<file path="src/rtl/instr_boot_loader.sv">
// Boot-stage byte-stream loader: packs big-endian words into instruction memory and holds the core in reset until the image is in.
// Optional trailing XOR checksum byte is enabled by defining INSTR_BOOT_CKSUM_EN.
module instr_boot_loader #(
  parameter int ADDR_W    = 10,
  parameter int MAX_WORDS = 1024
) (
  input  logic              Clock,
  input  logic              Reset,
  input  logic [7:0]        InData,
  input  logic              InValid,
  output logic              InReady,
  output logic              IMWriteEn,
  output logic [ADDR_W-1:0] IMWriteAddr,
  output logic [31:0]       IMWriteData,
  output logic              CpuReset,
  output logic              Done,
  output logic              Error
);

  typedef enum logic [2:0] {
    S_LEN_HI,
    S_LEN_LO,
    S_DATA,
`ifdef INSTR_BOOT_CKSUM_EN
    S_CKSUM,
`endif
    S_DONE,
    S_ERR
  } state_t;

`ifdef INSTR_BOOT_CKSUM_EN
  localparam state_t S_FINISH = S_CKSUM;
`else
  localparam state_t S_FINISH = S_DONE;
`endif

  localparam logic [16:0] MAX_N = 17'(MAX_WORDS);

  state_t            state_q, state_d;
  logic [15:0]       len_q, len_d;
  logic [1:0]        bcnt_q, bcnt_d;
  logic [23:0]       shift_q, shift_d;
  logic [ADDR_W:0]   wcnt_q, wcnt_d;
  logic              wen_q, wen_d;
  logic [ADDR_W-1:0] addr_q, addr_d;
  logic [31:0]       wdata_q, wdata_d;
`ifdef INSTR_BOOT_CKSUM_EN
  logic [7:0]        xor_q, xor_d;
`endif

  logic        accept;
  logic [16:0] len_lo_n;
  logic [16:0] wcnt_next;

  // The write cycle blocks intake so the single pack register cannot be overrun.
  always_comb begin
    InReady = 1'b0;
    case (state_q)
      S_LEN_HI, S_LEN_LO: InReady = 1'b1;
      S_DATA:             InReady = !wen_q;
`ifdef INSTR_BOOT_CKSUM_EN
      S_CKSUM:            InReady = 1'b1;
`endif
      default:            InReady = 1'b0;
    endcase
  end

  assign accept    = InValid & InReady;
  assign len_lo_n  = {1'b0, len_q[15:8], InData};
  assign wcnt_next = 17'(wcnt_q) + 17'd1;

  always_comb begin
    state_d = state_q;
    len_d   = len_q;
    bcnt_d  = bcnt_q;
    shift_d = shift_q;
    wcnt_d  = wcnt_q;
    wen_d   = 1'b0;
    addr_d  = addr_q;
    wdata_d = wdata_q;
`ifdef INSTR_BOOT_CKSUM_EN
    xor_d   = xor_q;
    if (accept && state_q != S_CKSUM) begin
      xor_d = xor_q ^ InData;
    end
`endif
    case (state_q)
      S_LEN_HI: begin
        if (accept) begin
          len_d[15:8] = InData;
          state_d     = S_LEN_LO;
        end
      end
      S_LEN_LO: begin
        if (accept) begin
          len_d[7:0] = InData;
          if (len_lo_n == 17'd0) begin
            state_d = S_FINISH;
          end else if (len_lo_n > MAX_N) begin
            state_d = S_ERR;
          end else begin
            state_d = S_DATA;
          end
        end
      end
      S_DATA: begin
        if (wen_q) begin
          wcnt_d = wcnt_q + (ADDR_W+1)'(1);
          if (wcnt_next == {1'b0, len_q}) begin
            state_d = S_FINISH;
          end
        end else if (accept) begin
          shift_d = {shift_q[15:0], InData};
          bcnt_d  = bcnt_q + 2'd1;
          if (bcnt_q == 2'd3) begin
            wen_d   = 1'b1;
            wdata_d = {shift_q, InData};
            addr_d  = wcnt_q[ADDR_W-1:0];
          end
        end
      end
`ifdef INSTR_BOOT_CKSUM_EN
      S_CKSUM: begin
        if (accept) begin
          state_d = (InData == xor_q) ? S_DONE : S_ERR;
        end
      end
`endif
      S_DONE:  state_d = S_DONE;
      S_ERR:   state_d = S_ERR;
      default: state_d = S_ERR;
    endcase
  end

  always_ff @(posedge Clock or posedge Reset) begin
    if (Reset) begin
      state_q <= S_LEN_HI;
      len_q   <= '0;
      bcnt_q  <= '0;
      shift_q <= '0;
      wcnt_q  <= '0;
      wen_q   <= 1'b0;
      addr_q  <= '0;
      wdata_q <= '0;
`ifdef INSTR_BOOT_CKSUM_EN
      xor_q   <= '0;
`endif
    end else begin
      state_q <= state_d;
      len_q   <= len_d;
      bcnt_q  <= bcnt_d;
      shift_q <= shift_d;
      wcnt_q  <= wcnt_d;
      wen_q   <= wen_d;
      addr_q  <= addr_d;
      wdata_q <= wdata_d;
`ifdef INSTR_BOOT_CKSUM_EN
      xor_q   <= xor_d;
`endif
    end
  end

  assign IMWriteEn   = wen_q;
  assign IMWriteAddr = addr_q;
  assign IMWriteData = wdata_q;
  assign CpuReset    = (state_q != S_DONE);
  assign Done        = (state_q == S_DONE);
  assign Error       = (state_q == S_ERR);

endmodule

</file>
<file path="config.mk">
export PLATFORM = sky130hd
export DESIGN_NAME = instr_boot_loader
export DESIGN_NICKNAME = d
export VERILOG_FILES = /design/src/rtl/instr_boot_loader.sv
export SDC_FILE = /design/constraint.sdc
export NUM_CORES = 1
export LEC_CHECK = 0
export ABC_AREA = 1
export CELL_PAD_IN_SITES_DETAIL_PLACEMENT = 0
export CELL_PAD_IN_SITES_GLOBAL_PLACEMENT = 1
export CORE_MARGIN = 4
export CORE_UTILIZATION = 42
export DETAILED_ROUTE_END_ITERATION = 12
export GPL_ROUTABILITY_DRIVEN = 0
export GPL_TIMING_DRIVEN = 0
export PLACE_DENSITY = 0.76
export RECOVER_POWER = 50
export SKIP_LAST_GASP = 1
export SYNTH_ARGS = -nofsm -noshare
export SYNTH_HDL_FRONTEND = slang
export SYNTH_SLANG_ARGS = --single-unit
</file>
<file path="constraint.sdc">
create_clock -name Clock -period 3.85 [get_ports Clock]
set_input_delay 0.385 -clock Clock [delete_from_list [all_inputs] [get_ports Clock]]
set_output_delay 0.385 -clock Clock [all_outputs]
set_load 0.01 [all_outputs]
</file>
* Word level (Yosys, flattened, before mapping)
Cells that the tools add are included.
** Storage, ports and cells
- Word-level logic and storage cells :: 48
- Input bits :: 11
- Register bits after elaboration :: 99
- Output and inout bits :: 47
** Cells by class
- Reduce and logical (&&, ||, !) cells :: 10
- $lt $le $gt $ge :: 1
- Equality and inequality tests :: 11
- Mux-type cells :: 12
- Add/subtract/negate cells :: 3
- Bitwise operators :: 2
** Operators with widths (number)
- 3-bit two-way mux :: 6
- 17-bit zero test :: 1
- 12-bit by 16-bit == test with 1-bit output :: 1
- 16-bit by 11-bit greater-than comparator with 1-bit output, second input constant :: 1
- 11-bit by 1-bit adder with 12-bit output, second input constant :: 1
- 3-bit case mux with 4 select lines :: 1
- 11-bit by 1-bit adder with 11-bit output, second input constant :: 1
- 2-bit != test, second input constant :: 4
- 4-bit AND reduction :: 2
- 3-bit by 2-bit == test with 1-bit output, second input constant :: 2
- 2-bit AND reduction :: 3
- 1-bit two-way mux :: 4
- 3-bit by 1-bit == test with 1-bit output, second input constant :: 1
- 3-bit == test, second input constant :: 1
- 3-bit zero test :: 1
- 3-bit by 2-bit != test with 1-bit output, second input constant :: 1
- 3-bit AND reduction :: 1
- 2-bit by 1-bit adder with 2-bit output, second input constant :: 1
- 2-bit == test, second input constant :: 1
- 1-bit case mux with 2 select lines :: 1
- 2-bit OR reduction :: 1
- 1-bit AND :: 1
- 1-bit zero test :: 1
- 1-bit NOT :: 1

* Depth between registers and ports, before layout
Gate-level depths: netlist (run 1).
- Depth in word-level cells :: 7
- Mapped depth :: 14
- Depth with buffers taken out :: 14

* Worst setup path before layout (run 1)
OpenSTA, ideal clock, no wires.
- Path type :: reg2reg
- From :: reg wcnt_q[0]
- To :: reg state_q[1]
- Data required time :: 3733 ps
- Slack :: 2164 ps
- Data arrival time :: 1570 ps
- Cell stages (with the launch flop) :: 15
- Cell sequence :: dfrtp_1 > ha_1 > nand3_1 > nor2_2 > nand2_1 > nand2_1 > nand2_1 > nand2_1 > nand2_1 > nor2_1 > nand3_1 > nand2_1 > nand2_1 > nand2_1 > nand2_1
** Between the ends
- Cells in the longest elaborated chain, start to end :: 4
** Ends and longest elaborated chain
- start: declaration :: RTL line 43 : logic [ADDR_W:0] wcnt_q, wcnt_d;
- start signal: assignment :: RTL line 153 : wcnt_q <= wcnt_d;
- 11-bit by 1-bit adder with 12-bit output :: RTL line 70 : assign wcnt_next = 17'(wcnt_q) + 17'd1;
- 12-bit by 16-bit == test with 1-bit output :: RTL line 109 : if (wcnt_next == {1'b0, len_q}) begin
- 2-bit != test (no source line)
- 4-bit AND reduction (no source line)
- end signal: assignment :: RTL line 149 : state_q <= state_d;
- end: declaration :: RTL line 39 : state_t state_q, state_d;
No other way between the ends.
A chain may end at the register's enable or synchronous reset.

* Worst setup path in the final report (run 1)
- From :: reg state_q[1]
- To :: out InReady
** Between the ends
- Cells in the longest elaborated chain, start to end :: 3
** Ends and longest elaborated chain
- 3-bit by 1-bit == test with 1-bit output / 3-bit zero test (equally long branches) :: RTL line 58 : case (state_q)
- 2-bit OR reduction :: RTL line 58
- 1-bit case mux with 2 select lines * :: RTL line 58
- end: declaration :: RTL line 11 : output logic InReady,
Mark *: on every way between the ends. The rest lies on a longest branch, timed or not.

==> impl_metrics.toml, run 1 <==
[cells_and_area]
final_common_cell = "nand2_1"
area_delta_synth_final_pct = 20.29
multi_input_area_sq_um = 1607
nNetsFinal = 591
stdcell_area_sq_um = 5451
n_antenna_cell = 0
regArea_sq_um = 2477
final_cell_mix = "nand2_1 (155), dfrtp_1 (99), inv_1 (67)"
fillerInstances = 1030
drive_gt1_share_pct = 12.52

[timing]
hold_violations = 0
setup_viol = 0
report.final.slew_viol_count = 51
tightest_slew_ps = 2335
skew_ps = 14.53
timing.fmax_mhz = 394.5
whs_ps = 480.4
grt_setup_unrepaired = "false"
finalCriticalPeriod_ps = 2535
fin_crit_sh_pct = 65.84
max_slew_margin_pct = -56.50

[worst_hold_path]
whs_endpoint = "IMWriteAddr[4]"
min_path_type = "reg -> reg"
worstHoldStart = "IMWriteAddr[4]"
holdPathStages = 2

[global_route]
grt_max_degree = 52
grt_overflow = 0
grt_pass1_vias = 3367
grt_usage_pct = 17.57
antenna_found_initial = 0
grt_pass1_wl_mm = 17.44

[power_and_ir_drop]
power_frac_seq_pct = 49.5
combPwrFrac_pct = 28.0
pwr-share-clk_pct = 22.5
p_leak_nw = 2.578
power_density_nw_per_um2 = 566.1
cellInternalPower_mw = 2.041
swShare_pct = 33.87
ir_drop_mv = 0.2970
power.total_mw = 3.086
p_switching_mw = 1.045

[setup_path]
ff2ff_setup_slack_ps = 1390
worstPathRequired_ps = 3460
slowest_delay_ps = 560
path_buf_inv = 5
cp_max_fo = 5
crit_top_cell = "nor2_1"
critPathArrivalTime_ps = 2150
cp_cell_sequence = "inv_1 -> nor2_1 -> inv_1 -> nor2_1 -> clkinv_1 -> nor2_1 -> inv_2 -> o21ai_0 -> clkdlybuf4s50_1"
critPathKind = "reg -> out"
cp-start-kind = "flip-flop"
worstRegToRegCells = 12
timing.rr.end = "IMWriteData[7]"
cp_top_family = "buffers and inverters"
end_kind = "output port"
crit_slowest_cell = "clkdlybuf4s50_1"
rr_startpoint = "state_q[1]"

[floorplanning]
start_util_pct = 43.51
die_y_um = 111.9
coreArea_sq_um = 10420
die-area_sq_um = 12520
core.rowCount = 37
die_w_um = 111.9
io-pin-count = 58

[route]
drt_iter0_drc = 199
dr.pass1.iters = 4
vias = 3471
avgRoutedWirePerCell_um = 14.44
wirelength_mm = 10.38
vias_per_cell = 4.828
ant_nets = 0
drc = 0

[yosys]
netlist_area_sq_um = 4532
synth_top_cell_by_area = "dfrtp_1"
syn_avg_cell_area_sq_um = 8.903
ys_seq_area_share_pct = 54.67
synth_area_leaders = "dfrtp_1 (55%), nand2_1 (13%), o21ai_2 (7.5%), o21ai_0 (5.6%), inv_1 (5.5%)"
syn_inst = 509
syn_nets = 522
synth_seq_cells = 99
synth_cell_types = 29
synth_top_area_share_pct = 54.67
yosys_warnings = 0

[cts]
cts_tree = "yes"
clk-insertion-delay-late_ps = 370
cts_setup_buffers = 0
postCtsResizedCells = 0
clockRootBuffer = "clkbuf_8"
ctsHoldBuffers = 0
clock_sink_count = 99
cts-htree-levels = 3
numCtsBuffers = 9
cts_buffer_depth = 2
clk_pin_slew_ps = 90

[place]
place_hpwl_mm = 7.632
dpl_cell_area_sq_um = 5303
port_buffers = 57

[outcome]
violations = "max-capacitance violations, max-slew violations"
status = "complete, but fails checks"

[flow_run]
maxCapViolCount = 1
## cells in the mapped netlist, drive strengths merged
cell,number
nand2,156
dfrtp,99
o21ai,92
inv,70
nor2,27
nand3,25
buf,13
nand4,6
xor2,5
clkbuf,3
nand3b,3
a31oi,2
ha,2
nor3,2
a21oi,1
clkinv,1
o21bai,1
xnor2,1
## cells by family (layout without fill, tap and decap cells)
group           count (synthesis)  in the layout  share of synthesized area [%]
flops                          99             99                          54.67
buf+inv                        87            161                          8.973
fa+ha+maj                       2              2                         0.5521
simple gates                  219            219                          20.71
xor+xnor                        6              6                          1.160
compound gates                 96             96                          13.94
## sequential cells by signal, summed over array words and instances (netlist names)
register / cells
IMWriteData: 32
IMWriteEn: 1
wcnt_q: 11
bcnt_q: 2
IMWriteAddr: 10
shift_q: 24
len_q: 16
state_q: 3
## per-layer routing
layer / wire, um / up-vias / GRT usage, %
met5: 0 / - / 0
met4: 140 / 0 / 5.839
met3: 465 / 12 / 4.022
met2: 4573 / 69 / 25.02
met1: 5200 / 1643 / 26.37
li1: - / 1747 / -
## power groups by stage
stage,Combinational [mW],Clock [mW],Sequential [mW]
floorplan,0.542,0,1.53
global placement,0.868,0,1.54
detailed placement,0.889,0,1.55
CTS,0.893,0.718,1.53
global route,0.991,0.771,1.57
finish,0.865,0.694,1.53
## final cells by class
class                      count  share of cell area (%)
sequential                    99                   45.44
tap                          136                   3.121
buffer                        16                   2.387
clock inverter                 5                   1.102
multi-input combinational    323                   29.47
clock buffer                  11                   2.594
timing repair buffer          58                   10.97
inverter                      71                   4.912
## per-stage QoR
| step | setup TNS (ps) | utilization (%) | std cells | setup slack (ps) |
|---|---|---|---|---|
| floorplan | 0 | - | 509 | 874.6 |
| global placement | -66110 | 50.62 | 702 | -676.0 |
| detailed placement | 0 | 50.91 | 703 | 1803 |
| CTS | 0 | 52.84 | 719 | 1460 |
| global route | 0 | 52.34 | 719 | 1100 |
| finish | 0 | 52.34 | 719 | 1315 |
## worst max path at each step
stage	depth (start not counted)	from	slack, ps	endpoint
finish	9	state_q[1]	1320	InReady
global route	9	state_q[1]	1100	InReady
CTS	9	state_q[1]	1460	InReady
detailed placement	14	wcnt_q[0]	1800	state_q[1]
global placement	2	Reset	-680	len_q[14]
floorplan	1	Reset	870	IMWriteAddr[0]
## tightest hold or removal path, stage by stage (launching register included)
cell     delay, ps
dfrtp_1        350
nand2_1         60
o21ai_2         40
Note: power is estimated with default switching activity, not from simulation.
==> inputs of run 2 (changes only) <==
--- a/config.mk
+++ b/config.mk
@@ -9,11 +9,11 @@
 export CELL_PAD_IN_SITES_DETAIL_PLACEMENT = 0
 export CELL_PAD_IN_SITES_GLOBAL_PLACEMENT = 1
 export CORE_MARGIN = 4
-export CORE_UTILIZATION = 42
+export CORE_UTILIZATION = 38
 export DETAILED_ROUTE_END_ITERATION = 12
 export GPL_ROUTABILITY_DRIVEN = 0
 export GPL_TIMING_DRIVEN = 0
-export PLACE_DENSITY = 0.76
+export PLACE_DENSITY = 0.72
 export RECOVER_POWER = 50
 export SKIP_LAST_GASP = 1
 export SYNTH_ARGS = -nofsm -noshare
==> constraint.sdc (replaced) <==
create_clock -name Clock -period 2 [get_ports Clock]
set_input_delay 0.2 -clock Clock [delete_from_list [all_inputs] [get_ports Clock]]
set_output_delay 0.2 -clock Clock [all_outputs]
set_load 0.01 [all_outputs]
==> run 2 against run 1 <==
Cell count up 2.1%. Global-route usage decreased by 0.71 points. Design area increased by 5.3%. Critical path type unchanged. Hold slack got worse by 39 ps. Non-clock buffer count up 9. Setup slack got worse by 1100 ps. Combinational power rose by 92%. Die area is 9.8% higher. Largest cell class unchanged. The run now ends clean.
==> impl_metrics.toml, run 2 (synthesis results as in run 1) <==
[cells_and_area]
fillerInstances = 1093
area_delta_synth_final_pct = 26.67
n_antenna_cell = 0
multi_input_area_sq_um = 1695
final_cell_mix = "nand2_1 (152), dfrtp_1 (97), inv_1 (64)"
largest_reg_flops = 32
drive_gt1_share_pct = 16.92
final_util_pct = 49.64
nNetsFinal = 600
fin_cells = 734
final_common_cell = "nand2_1"
regArea_sq_um = 2480
stdcell_area_sq_um = 5741

[setup_path]
critPathArrivalTime_ps = 1620
timing.rr.end = "state_q[1]"
cp_cell_sequence = "inv_1 -> nor3_1 -> clkdlybuf4s50_1"
cp_max_fo = 8
crit_slowest_cell = "clkdlybuf4s50_1"
end_kind = "output port"
ff2ff_setup_slack_ps = 180
worstRegToRegCells = 11
critPathKind = "reg -> out"
worstPathRequired_ps = 1800
path_buf_inv = 2
cp-start-kind = "flip-flop"
slowest_delay_ps = 560
cp_top_family = "buffers and inverters"
rr_startpoint = "wcnt_q[0]"

[floorplanning]
core.rowCount = 39
start_util_pct = 39.19
die_w_um = 117.2
die-area_sq_um = 13740
io-pin-count = 58
coreArea_sq_um = 11560
die_y_um = 117.2

[timing]
max_slew_margin_pct = 18.96
finalCriticalPeriod_ps = 1824
timing.fmax_mhz = 548.1
grt_setup_unrepaired = "false"
hold_violations = 0
setup_viol = 0
tightest_slew_ps = 1209
setup_ws_ps = 175.6
fin_crit_sh_pct = 91.22
skew_ps = 7.154
report.final.slew_viol_count = 0

[place]
dp.cells = 711
dpl_cell_area_sq_um = 5325
place_hpwl_mm = 7.844
preCtsSetupSlack_ps = -10.11
port_buffers = 57

[cts]
cts_buffer_depth = 2
clockRootBuffer = "clkbuf_16"
numCtsBuffers = 9
ctsHoldBuffers = 0
cts-htree-levels = 3
clk-insertion-delay-late_ps = 350
clk_pin_slew_ps = 70
clock_sink_count = 99
cts_tree = "yes"

[worst_hold_path]
worstHoldStart = "InData[5]"
whs_endpoint = "shift_q[5]"
holdPathStages = 3
min_path_type = "in -> reg"

[global_route]
antenna_found_initial = 0
use_met2_pct = 24.74
top_usage_layer = "met2"
met3_usage_pct = 3.445
grt_pass1_wl_mm = 17.68
grt_usage_pct = 16.86
grt_max_degree = 40
met1_usage_pct = 24.29
grt_overflow = 0
grt_pass1_vias = 3460

[route]
vias_per_cell = 4.797
drt_iter0_drc = 142
ant_nets = 0
wirelength_mm = 10.47
avgRoutedWirePerCell_um = 14.26
vias = 3521
dr.pass1.iters = 4
drc = 0

[power_and_ir_drop]
power_density_nw_per_um2 = 1129
p_leak_nw = 2.778
power.total_mw = 6.483
ir_drop_mv = 0.5814

[outcome]
status = "finished clean"

[flow_run]
maxCapViolCount = 0
## run 2: cell count changes in the layout (fill, tap and decap cells not counted), sizes merged, moves of 2 or more
cell and delta:
clkbuf -2, buf +12, dlygate4sd3 +18, clkinv -3, clkdlybuf4s50 -19
## run 2: what timing repair did
action | 4_1_cts | 5_1_grt
resized for setup | 2 | 13
buffers inserted | 1 | 7
endpoints found under the hold margin | 0 | 0
pin swaps | 0 | 3
endpoints found under the setup margin | 2 | 3
## run 2: tightest hold or removal path: stages
cell,delay (ps)
clkdlybuf4s50_1,430
nand2_1,70
o21ai_1,50
## run 2: worst max path at each step
stage	slack, ps	endpoint	startpoint	cells past startpoint
2_1_floorplan	310	state_q[1]	wcnt_q[0]	14
3_3_place_gp	-440	len_q[15]	Reset	2
3_5_place_dp	-10	state_q[1]	wcnt_q[0]	12
4_1_cts	30	state_q[1]	wcnt_q[0]	12
5_1_grt	8	state_q[1]	wcnt_q[0]	11
6_report	180	Error	state_q[2]	3
## run 2: layout make-up
class | count | area share, %
flip-flops and latches | 99 | 43.20
multi-input cells | 323 | 29.53
repair buffers | 67 | 11.51
inverters | 71 | 4.664
clock buffers | 12 | 4.294
well taps | 143 | 3.117
plain buffers | 16 | 2.441
clock inverters | 3 | 1.242
## run 2: power breakdown
part / internal, mW / switching [mW]
sequential: 2.58 / 0.363
clock: 1.13 / 0.744
combinational: 0.718 / 0.941
total: 4.44 / 2.05
## run 2: metrics by stage
| stage | hold slack [ps] | TNS, ps |
|---|---|---|
| after detailed placement | 468.2 | -10.11 |
| final | 441.5 | 0 |
| after CTS | 279.1 | 0 |
| after floorplan | 321.0 | 0 |
| after global routing | 450.8 | 0 |
| after global placement | 459.4 | -43000 |
## run 2: metal layers
metal,share of wire [%],routed length (um)
met1,49,5173
met2,44,4611
met3,4.4,461
met4,2.1,222
met5,0,0
==> inputs of run 3 (changes only) <==
--- a/config.mk
+++ b/config.mk
@@ -12,9 +12,10 @@
 export CORE_UTILIZATION = 38
 export DETAILED_ROUTE_END_ITERATION = 12
 export GPL_ROUTABILITY_DRIVEN = 0
-export GPL_TIMING_DRIVEN = 0
+export GPL_TIMING_DRIVEN = 1
 export PLACE_DENSITY = 0.72
 export RECOVER_POWER = 50
+export REMOVE_ABC_BUFFERS = 1
 export SKIP_LAST_GASP = 1
 export SYNTH_ARGS = -nofsm -noshare
 export SYNTH_HDL_FRONTEND = slang
==> run 3 against run 2 <==
Global-route usage is 1.5 points lower. Combinational power hardly changed. Fmax is 1.5% lower. Sequential share of layout area is 1.1 points higher. Non-clock buffer count is 11 lower. Clock power is 12% lower. Via count is 4.0% lower. Setup slack worse by 28 ps. Core utilization is 1.3 points lower. Critical path type unchanged. Highest routed layer unchanged.
==> impl_metrics.toml, run 3 (synthesis results as in run 1) <==
[global_route]
grt_max_degree = 50
grt_usage_pct = 15.37
grt_pass1_vias = 3193
grt_overflow = 0
grt_pass1_wl_mm = 16.42
antenna_found_initial = 0

[route]
dr.pass1.iters = 4
vias_per_cell = 4.667
drc = 0
route.met3.wl_um = 479
drt_iter0_drc = 149
routed.top_layer = "met4"
vias = 3379
ant_nets = 0
avgRoutedWirePerCell_um = 13.30
wirelength_mm = 9.631
drt-met1-wl_mm = 4.686
route.met2.wl_mm = 4.378

[setup_path]
critPathArrivalTime_ps = 1650
critPathKind = "reg -> out"
cp-start-kind = "flip-flop"
cp_cell_sequence = "nor2_2 -> inv_2 -> nor2_1 -> clkdlybuf4s50_1"
cp_top_family = "buffers and inverters"
end_kind = "output port"
crit_slowest_cell = "clkdlybuf4s50_1"
slowest_delay_ps = 560
worstPathRequired_ps = 1800
path_buf_inv = 2
cp_max_fo = 4

[place]
place_hpwl_mm = 6.928
port_buffers = 57
preCtsSetupSlack_ps = 194.4
dpl_cell_area_sq_um = 5324

[flow_run]
maxCapViolCount = 0

[floorplanning]
die_y_um = 117.2
io-pin-count = 58
core.rowCount = 39
coreArea_sq_um = 11560
die-area_sq_um = 13740
start_util_pct = 39.19
die_w_um = 117.2

[cts]
cts_tree = "yes"
numCtsBuffers = 9
cts_buffer_depth = 2
clock_sink_count = 99
clockRootBuffer = "clkbuf_16"
clk-insertion-delay-late_ps = 350
clk_pin_slew_ps = 70
cts-htree-levels = 3

[timing]
hold_violations = 0
setup_ws_ps = 147.5
tightest_slew_ps = 859.0
finalCriticalPeriod_ps = 1853
whs_ps = 365.4
grt_setup_unrepaired = "true"
fin_crit_sh_pct = 92.63
setup_viol = 0
skew_ps = 7.021
report.final.slew_viol_count = 0
timing.fmax_mhz = 539.8
max_slew_margin_pct = 42.73

[power_and_ir_drop]
pwr-share-clk_pct = 26.5
p_leak_nw = 2.694
combPwrFrac_pct = 26.3
cellInternalPower_mw = 4.194
power_frac_seq_pct = 47.2
power_density_nw_per_um2 = 1119
power.total_mw = 6.252
swShare_pct = 32.91
p_switching_mw = 2.057
ir_drop_mv = 0.9573

[cells_and_area]
largest_reg_flops = 32
final_util_pct = 48.31
stdcell_area_sq_um = 5587
nNetsFinal = 589
final_common_cell = "nand2_1"
area_delta_synth_final_pct = 23.27
n_antenna_cell = 0
final_cell_mix = "nand2_1 (154), dfrtp_1 (99), inv_1 (65)"
drive_gt1_share_pct = 14.80

[worst_hold_path]
min_path_type = "in -> async"

[outcome]
status = "finished clean"
run 3: cell types whose count changed in the layout (fill, tap and decap cells not counted), sizes merged:
cell           delta
clkdlybuf4s50     +7
clkbuf            -1
clkinv            +3
buf              -12
dlygate4sd3       -7
inv               +1
bufinv            -2
clkinvlp          +1
run 3: final cells by class:
cell class / count / area (sq um)
clock buffer: 10 / 239.0
multi-input combinational: 323 / 1655
fill: 1128 / 5978
timing repair buffer: 72 / 720.7
inverter: 71 / 267.8
sequential: 99 / 2477
clock inverter: 6 / 47.55
tap: 143 / 178.9
run 3: path summary, 6_finish.rpt:
kind	depth (start not counted)	to	from	slack [ps]
min in group Clock	3	shift_q[6]	InData[6]	440
max in group asynchronous	3	state_q[0]	Reset	420
min reg2reg	2	IMWriteAddr[7]	IMWriteAddr[7]	470
min	2	shift_q[20]	Reset	370
max reg2reg	14	state_q[1]	wcnt_q[1]	220
max	4	Done	state_q[2]	150
run 3: power by group through the flow:
| stage | sequential, mW | combinational (mW) | clock [mW] |
|---|---|---|---|
| floorplan | 2.95 | 1.02 | 0 |
| global placement | 2.98 | 1.66 | 0 |
| detailed placement | 2.99 | 1.69 | 0 |
| CTS | 2.95 | 1.70 | 1.73 |
| global route | 3.03 | 1.88 | 1.82 |
| finish | 2.95 | 1.64 | 1.66 |
run 3: routing by layer:
layer	vias to the layer above	track usage, %
li1	1743	-
met1	1567	21.06
met2	61	23.42
met3	8	5.296
met4	0	3.976
met5	-	0
run 3: repair_timing:
action                                  4_1_cts  5_1_grt
gates resized for setup                       1        2
endpoints found under the setup margin        1        2
setup buffers                                 1        0
hold endpoints to repair                      0        0
hold buffers                                  0        0
run 3: metrics by stage:
step,std cells,setup TNS (ps)
6_report,724,0
3_5_place_dp,707,0
4_1_cts,724,0
5_1_grt,724,-5.147
2_1_floorplan,493,-84660
3_3_place_gp,707,0
run 3: worst reg2reg max path, cell delays in order, from the launching register on:
cell and delay [ps]:
dfrtp_1 360, ha_2 220, nand3_1 130, nor2_2 160, nand2_1 70, nand2_1 80
nand2_1 70, nand2_1 60, nand2_1 40, nor2_1 100, nand3_1 100, nand2_1 100
nand2_1 70, nand2_1 70, nand2_1 50
